$ cat config.mk
export PLATFORM = sky130hd
export DESIGN_NAME = seq_divider
export DESIGN_NICKNAME = d
export VERILOG_FILES = /design/src/rtl/seq_divider_pkg.sv /design/src/rtl/seq_divider_step.sv /design/src/rtl/seq_divider.sv
export SDC_FILE = /design/constraint.sdc
export NUM_CORES = 1
export LEC_CHECK = 0
export ABC_AREA = 1
export CAP_MARGIN = 30
export CORE_UTILIZATION = 54
export CTS_BUF_LIST = sky130_fd_sc_hd__clkbuf_16
export DETAILED_ROUTE_END_ITERATION = 10
export PLACE_DENSITY = 0.85
export SETUP_SLACK_MARGIN = 0.02
export SLEW_MARGIN = 20
export SYNTH_ARGS = -nofsm -noshare
export SYNTH_HDL_FRONTEND = slang
export SYNTH_HIERARCHICAL = 1
export SYNTH_SLANG_ARGS = --single-unit
$ cat constraint.sdc
create_clock -name clock -period 2.4 [get_ports clock]
set_clock_uncertainty 0.15 [all_clocks]
set_input_delay 0.48 -clock clock [delete_from_list [all_inputs] [get_ports clock]]
set_output_delay 0.48 -clock clock [all_outputs]
set_load 0.02 [all_outputs]
$ cat src/rtl/seq_divider_pkg.sv
// Shared constants, state encoding and arithmetic helpers for the iterative divider.
package seq_divider_pkg;

  localparam int unsigned DIV_WIDTH = 32;
  localparam int unsigned DIV_ITER  = DIV_WIDTH;
  localparam int unsigned CNT_W     = 5;

  typedef enum logic [1:0] {
    DIV_IDLE = 2'd0,
    DIV_RUN  = 2'd1,
    DIV_FIX  = 2'd2
  } div_state_e;

  // Adder/subtractor: returns {cout, sum}; in subtract mode cout=1 means no borrow.
  function automatic logic [DIV_WIDTH:0] add_sub(input logic [DIV_WIDTH-1:0] a,
                                                 input logic [DIV_WIDTH-1:0] b,
                                                 input logic                 sub);
    logic [DIV_WIDTH-1:0] b_eff;
    b_eff = sub ? ~b : b;
    return {1'b0, a} + {1'b0, b_eff} + (DIV_WIDTH+1)'(sub);
  endfunction

  // Two's complement negation as 0 - x through the subtract path.
  function automatic logic [DIV_WIDTH-1:0] negate(input logic [DIV_WIDTH-1:0] x);
    logic [DIV_WIDTH:0] s;
    s = add_sub('0, x, 1'b1);
    return s[DIV_WIDTH-1:0];
  endfunction

  // Unsigned magnitude; the most negative value maps onto itself.
  function automatic logic [DIV_WIDTH-1:0] abs_val(input logic [DIV_WIDTH-1:0] x);
    return x[DIV_WIDTH-1] ? negate(x) : x;
  endfunction

endpackage

$ cat src/rtl/seq_divider_step.sv
// One restoring division step: shift {R,Q} left and try to subtract the divisor.
module seq_divider_step
  import seq_divider_pkg::*;
(
  input  logic [DIV_WIDTH-1:0] r,
  input  logic [DIV_WIDTH-1:0] q,
  input  logic [DIV_WIDTH-1:0] b_abs,
  output logic [DIV_WIDTH-1:0] r_next_c,
  output logic [DIV_WIDTH-1:0] q_next_c
);

  logic [DIV_WIDTH-1:0] shifted;
  logic [DIV_WIDTH:0]   diff;
  logic                 no_borrow;

  // Partial remainder stays below |B| <= 2^31, so the shifted value fits in 32 bits.
  always_comb begin
    shifted   = {r[DIV_WIDTH-2:0], q[DIV_WIDTH-1]};
    diff      = add_sub(shifted, b_abs, 1'b1);
    no_borrow = diff[DIV_WIDTH];
    r_next_c  = no_borrow ? diff[DIV_WIDTH-1:0] : shifted;
    q_next_c  = {q[DIV_WIDTH-2:0], no_borrow};
  end

endmodule

$ cat src/rtl/seq_divider.sv
// Iterative signed divider: one restoring step per clock, sign fix-up at the end.
module seq_divider
  import seq_divider_pkg::*;
(
  input  logic                 clock,
  input  logic                 resetn,
  input  logic                 ctrl_div,
  input  logic [DIV_WIDTH-1:0] data_operandA,
  input  logic [DIV_WIDTH-1:0] data_operandB,
  output logic [DIV_WIDTH-1:0] data_result,
  output logic [DIV_WIDTH-1:0] data_remainder,
  output logic                 data_exception,
  output logic                 data_resultRDY
);

  localparam logic [CNT_W-1:0] LAST_CNT = CNT_W'(DIV_ITER - 1);

  div_state_e           state_q, state_d;
  logic [CNT_W-1:0]     count_q, count_d;
  logic [DIV_WIDTH-1:0] r_q, r_d;
  logic [DIV_WIDTH-1:0] q_q, q_d;
  logic [DIV_WIDTH-1:0] b_q, b_d;
  logic                 qneg_q, qneg_d;
  logic                 rneg_q, rneg_d;
  logic [DIV_WIDTH-1:0] result_q, result_d;
  logic [DIV_WIDTH-1:0] rem_q, rem_d;
  logic                 exc_q, exc_d;
  logic                 rdy_q, rdy_d;

  logic [DIV_WIDTH-1:0] r_step_c;
  logic [DIV_WIDTH-1:0] q_step_c;

  seq_divider_step u_step (
    .r        (r_q),
    .q        (q_q),
    .b_abs    (b_q),
    .r_next_c (r_step_c),
    .q_next_c (q_step_c)
  );

  // State and datapath registers; reset aborts any division in progress.
  always_ff @(posedge clock) begin
    if (!resetn) begin
      state_q  <= DIV_IDLE;
      count_q  <= '0;
      r_q      <= '0;
      q_q      <= '0;
      b_q      <= '0;
      qneg_q   <= 1'b0;
      rneg_q   <= 1'b0;
      result_q <= '0;
      rem_q    <= '0;
      exc_q    <= 1'b0;
      rdy_q    <= 1'b0;
    end else begin
      state_q  <= state_d;
      count_q  <= count_d;
      r_q      <= r_d;
      q_q      <= q_d;
      b_q      <= b_d;
      qneg_q   <= qneg_d;
      rneg_q   <= rneg_d;
      result_q <= result_d;
      rem_q    <= rem_d;
      exc_q    <= exc_d;
      rdy_q    <= rdy_d;
    end
  end

  // Next-state and datapath: a start in any state relatches and restarts.
  always_comb begin
    state_d  = state_q;
    count_d  = count_q;
    r_d      = r_q;
    q_d      = q_q;
    b_d      = b_q;
    qneg_d   = qneg_q;
    rneg_d   = rneg_q;
    result_d = result_q;
    rem_d    = rem_q;
    exc_d    = exc_q;
    rdy_d    = 1'b0;

    if (ctrl_div) begin
      r_d     = '0;
      q_d     = abs_val(data_operandA);
      b_d     = abs_val(data_operandB);
      qneg_d  = data_operandA[DIV_WIDTH-1] ^ data_operandB[DIV_WIDTH-1];
      rneg_d  = data_operandA[DIV_WIDTH-1];
      count_d = '0;
      state_d = (data_operandB == '0) ? DIV_FIX : DIV_RUN;
    end else begin
      case (state_q)
        DIV_RUN: begin
          r_d     = r_step_c;
          q_d     = q_step_c;
          count_d = count_q + CNT_W'(1);
          if (count_q == LAST_CNT) begin
            state_d = DIV_FIX;
          end
        end
        DIV_FIX: begin
          // A zero divisor skips RUN, so Q still holds |A| and restores A unchanged.
          if (b_q == '0) begin
            result_d = '0;
            rem_d    = rneg_q ? negate(q_q) : q_q;
            exc_d    = 1'b1;
          end else begin
            result_d = qneg_q ? negate(q_q) : q_q;
            rem_d    = rneg_q ? negate(r_q) : r_q;
            exc_d    = 1'b0;
          end
          rdy_d   = 1'b1;
          state_d = DIV_IDLE;
        end
        default: begin
          state_d = DIV_IDLE;
        end
      endcase
    end
  end

  assign data_result    = result_q;
  assign data_remainder = rem_q;
  assign data_exception = exc_q;
  assign data_resultRDY = rdy_q;

endmodule

==> results of run 1 <==
-- cell type report --
| class | count | share of cell area [%] |
|---|---|---|
| multi-input combinational | 1829 | 51.6 |
| clock inverter | 15 | 1.01 |
| clock buffer | 17 | 2.41 |
| tap | 330 | 2.34 |
| inverter | 336 | 7.22 |
| sequential | 171 | 19.5 |
| timing repair buffer | 308 | 15.9 |
-- worst paths after layout --
kind	start	endpoint	slack [ns]	cells after the start
max	b_q[8]	r_q[26]	0.02	14
min	data_result[13]	data_result[13]	0.32	2
max reg2reg	b_q[8]	r_q[26]	0.02	14
min reg2reg	data_result[13]	data_result[13]	0.32	2
-- what timing repair did --
| item | CTS | global route |
|---|---|---|
| cloned | 1 | 1 |
| endpoints found under the setup margin | 31 | 36 |
| buffers inserted | 6 | 2 |
| resized for setup | 54 | 77 |
| pin swaps | 15 | 30 |
-- stage by stage --
stage | std cells | TNS, ns | area (um^2)
floorplan | 2451 | 0 | 14000
global placement | 2964 | -1.47 | 16400
detailed placement | 2964 | -3.79 | 16400
CTS | 3003 | 0 | 17300
global route | 3006 | -1.61 | 17600
finish | 3006 | 0 | 17600
-- flip-flops by register name, summed over array words and instances, names as in the netlist --
register,count
b_q,32
count_q,5
data_exception,1
data_remainder,32
data_result,32
data_resultRDY,1
q_q,32
qneg_q,1
r_q,32
rneg_q,1
state_q,2
-- Yosys cell counts, drive strengths merged --
cell type / n
nand2: 811
o21a: 4
and2: 2
o22ai: 4
clkbuf: 54
nor3: 24
xnor2: 4
o32ai: 1
ha: 38
buf: 62
nor2: 310
inv: 334
a31oi: 13
fa: 1
nand3b: 7
nand4: 20
o211ai: 26
o21bai: 5
dfxtp: 171
a21boi: 4
o21ai: 147
and3: 1
xor2: 35
a21oi: 115
clkinv: 2
or2: 6
o31ai: 4
a32o: 4
a211oi: 1
nand3: 240
nor4: 1
-- power by group through the flow --
stage	registers (mW)	clock network, mW	logic [mW]
final	3.13	2.89	3.38
after global routing	3.14	2.99	3.69
after CTS	3.11	2.86	3.14
after detailed placement	3.17	0	2.99
after global placement	3.16	0	2.94
after floorplan	3.15	0	1.97
-- routing by layer --
layer	up-vias	share of wire [%]	global-route usage, %
met5	-	0.026	0
met4	2	3.3	13.0
met1	7611	42	51.8
met2	1024	43	56.9
li1	8162	-	-
met3	137	11	6.27
-- cells by family (layout without fill, tap and decap cells) --
group,count (synthesis),count (layout),synth area share (%)
and+or+nand+nor,1422,1423,42.8
buffers and inverters,452,676,13.9
AOI/OAI and AO/OA,328,328,12.9
DFF,171,171,24.4
adders and majority gates,39,39,3.54
xor gates and xnor gates,39,39,2.44
-- worst min-delay path, delay by kind of cell, from the launching register on --
family,cells,cell delay [ns]
and+or+nand+nor,1,0.06
DFF,1,0.31
AOI/OAI and AO/OA,1,0.05
==> summary.md, run 1 <==
| Metric | Value |
|---|---|
| Status | `finished clean` |
| Max Root-Sink Buffers | `2` |
| Clk root buf | `clkbuf_16` |
| Highest-count cells in the layout ignoring fill and taps | `760 x nand2_1, 311 x inv_1, 281 x nor2_1, 231 x nand3_1, 159 x buf_4` |
| Worst-path fanout max | `4` |
| Peak Freq | `roughly 420 MHz` |
| Worst Path Buf+Inv | `2` |
| I/O Buffers | `132` |
| Mapped Area | `roughly 14,000 um^2` |
| Largest net degree at the start of global routing | `64` |
| Combinational Power Share | `a little over a third` |
| Hold Violations, Final | `0` |
| ANT nets after route | `0` |
| Synthesized Nets | `around 2,600` |
| Initial antenna violation count | `1` |
| DRC violation total after the first TritonRoute iteration | `between 2,000 and 2,500` |
| Peak supply drop | `501 uV` |
| Min Tclk post-route | `around 2.4 ns` |
| Family with the most delay on the worst path | `simple AND/OR/NAND/NOR gates` |
| DP Worst Slack | `-0.229 ns` |
| Share of cells above drive strength 1 | `between 10% and 20%` |
| Height of the die | `around 160 um` |
| Final worst path period share | `between 90 and 100%` |
| Syn Inst Count | `approximately 2,500` |
| YS warnings | `6` |
| Area of the core | `25,300 um^2` |
| Reg clk slew, reported paths | `approximately 0.080 ns` |
| Register area share after synthesis | `roughly a quarter` |
| WHS | `0.317 ns` |
| CP Class | `flop to flop` |
| Worst hold path class | `flop to flop` |
| Tot GR Track Use | `a little under two fifths` |
| RSZ-0062 raised after global routing | `yes` |
| # Max-Cap Violations | `0` |
| Share of power burned in registers | `between 30% and 40%` |
| Nets | `approximately 2,800` |
| GR Overflow Total | `0` |
| Share of total power in the clock network | `between 30% and 40%` |
| P_sw | `~3.6 mW` |
| Number of fill cells | `roughly 2,300` |
| Netlist cell types | `between 40 and 50` |
| Vias/cell | `about 5.6` |
| FF+latch area | `3450 um^2` |
| Via count | `between 15,000 and 20,000` |
| Initial cell density of the core | `a little under three fifths` |
| Most area-consuming cells after synthesis | `dfxtp_1 24%, nand2_1 21%, inv_1 8.7%` |
| DRC | `0` |
| CTS tree | `yes` |
| Commonest non-fill, non-tap cell in the layout | `nand2_1` |
| Std cell rows | `between 50 and 60` |
| CP Capture Type | `flop` |
| Least-Margin Pin Slew | `about 0.72 ns` |
| IO Pins | `~130` |
| Post-synth top area share | `approximately a quarter` |
| Slew Limit Fails | `0` |
| Final setup viols | `0` |
| Slew HR | `52.0%` |
| # hold bufs at CTS | `0` |
| Fin util | `69.7%` |
| H-tree depth | `4` |
| Initial DRT Pass Iterations | `7` |
| # diodes | `0` |
| Multi-input gate area | `around 9100 um^2` |
| GP Congestion | `~1.1` |
| Pwr Total | `9.40 mW` |
| Final wirelength | `approximately 50 mm` |
| Area grow syn2layout | `26.0%` |
| Post-DR wirelength/cell | `16.6 um` |
| CTS Buf Count | `17` |
| Post-route setup slack | `~0.023 ns` |
| Synthesized area per cell | `roughly 5.7 um^2` |
| DP HPWL | `~38 mm` |
| Clk_lat worst skew | `0.44 ns` |
| First-pass GRT wire length | `77.5 mm` |
| CP Data Required Time | `2.57 ns` |
| Die W | `163 um` |
| P per Cell Area | `~530 nW/um^2` |
| Switching share of power | `approximately 39%` |
| Crit path largest cell delay | `about 0.38 ns` |
| Sink Count | `171` |
| DIE AREA | `26,600 um^2` |
| WP data arrival | `2.55 ns` |
| Int Pwr | `between 5 and 6 mW` |
| Nature of the critical path startpoint | `flop` |
| Slowest-stage cell, CP | `dfxtp_1` |
| Post-synth top area cell | `dfxtp_1` |
| FF+latch count, synth | `171` |
| Crit-path cells | `inv_1 > ha_1 > nand2_2 > buf_4 > nor2_1 > nand3_1 > nand3_1 > nand2_1 > nand3_1 > nand2_1 > nand3_2 > nand2_1 > o21ai_0 > a21oi_1` |
| Vias in the first global route | `15,222` |
| Lkg Pwr | `8.44 nW` |
No activity file was read; power rests on OpenSTA's default activity.
==> run 2, diff against run 1 <==
- CAP_MARGIN: 30 -> unset
==> results of run 2 <==
No change in the layout: final DEF, timing and power equal those of run 1.
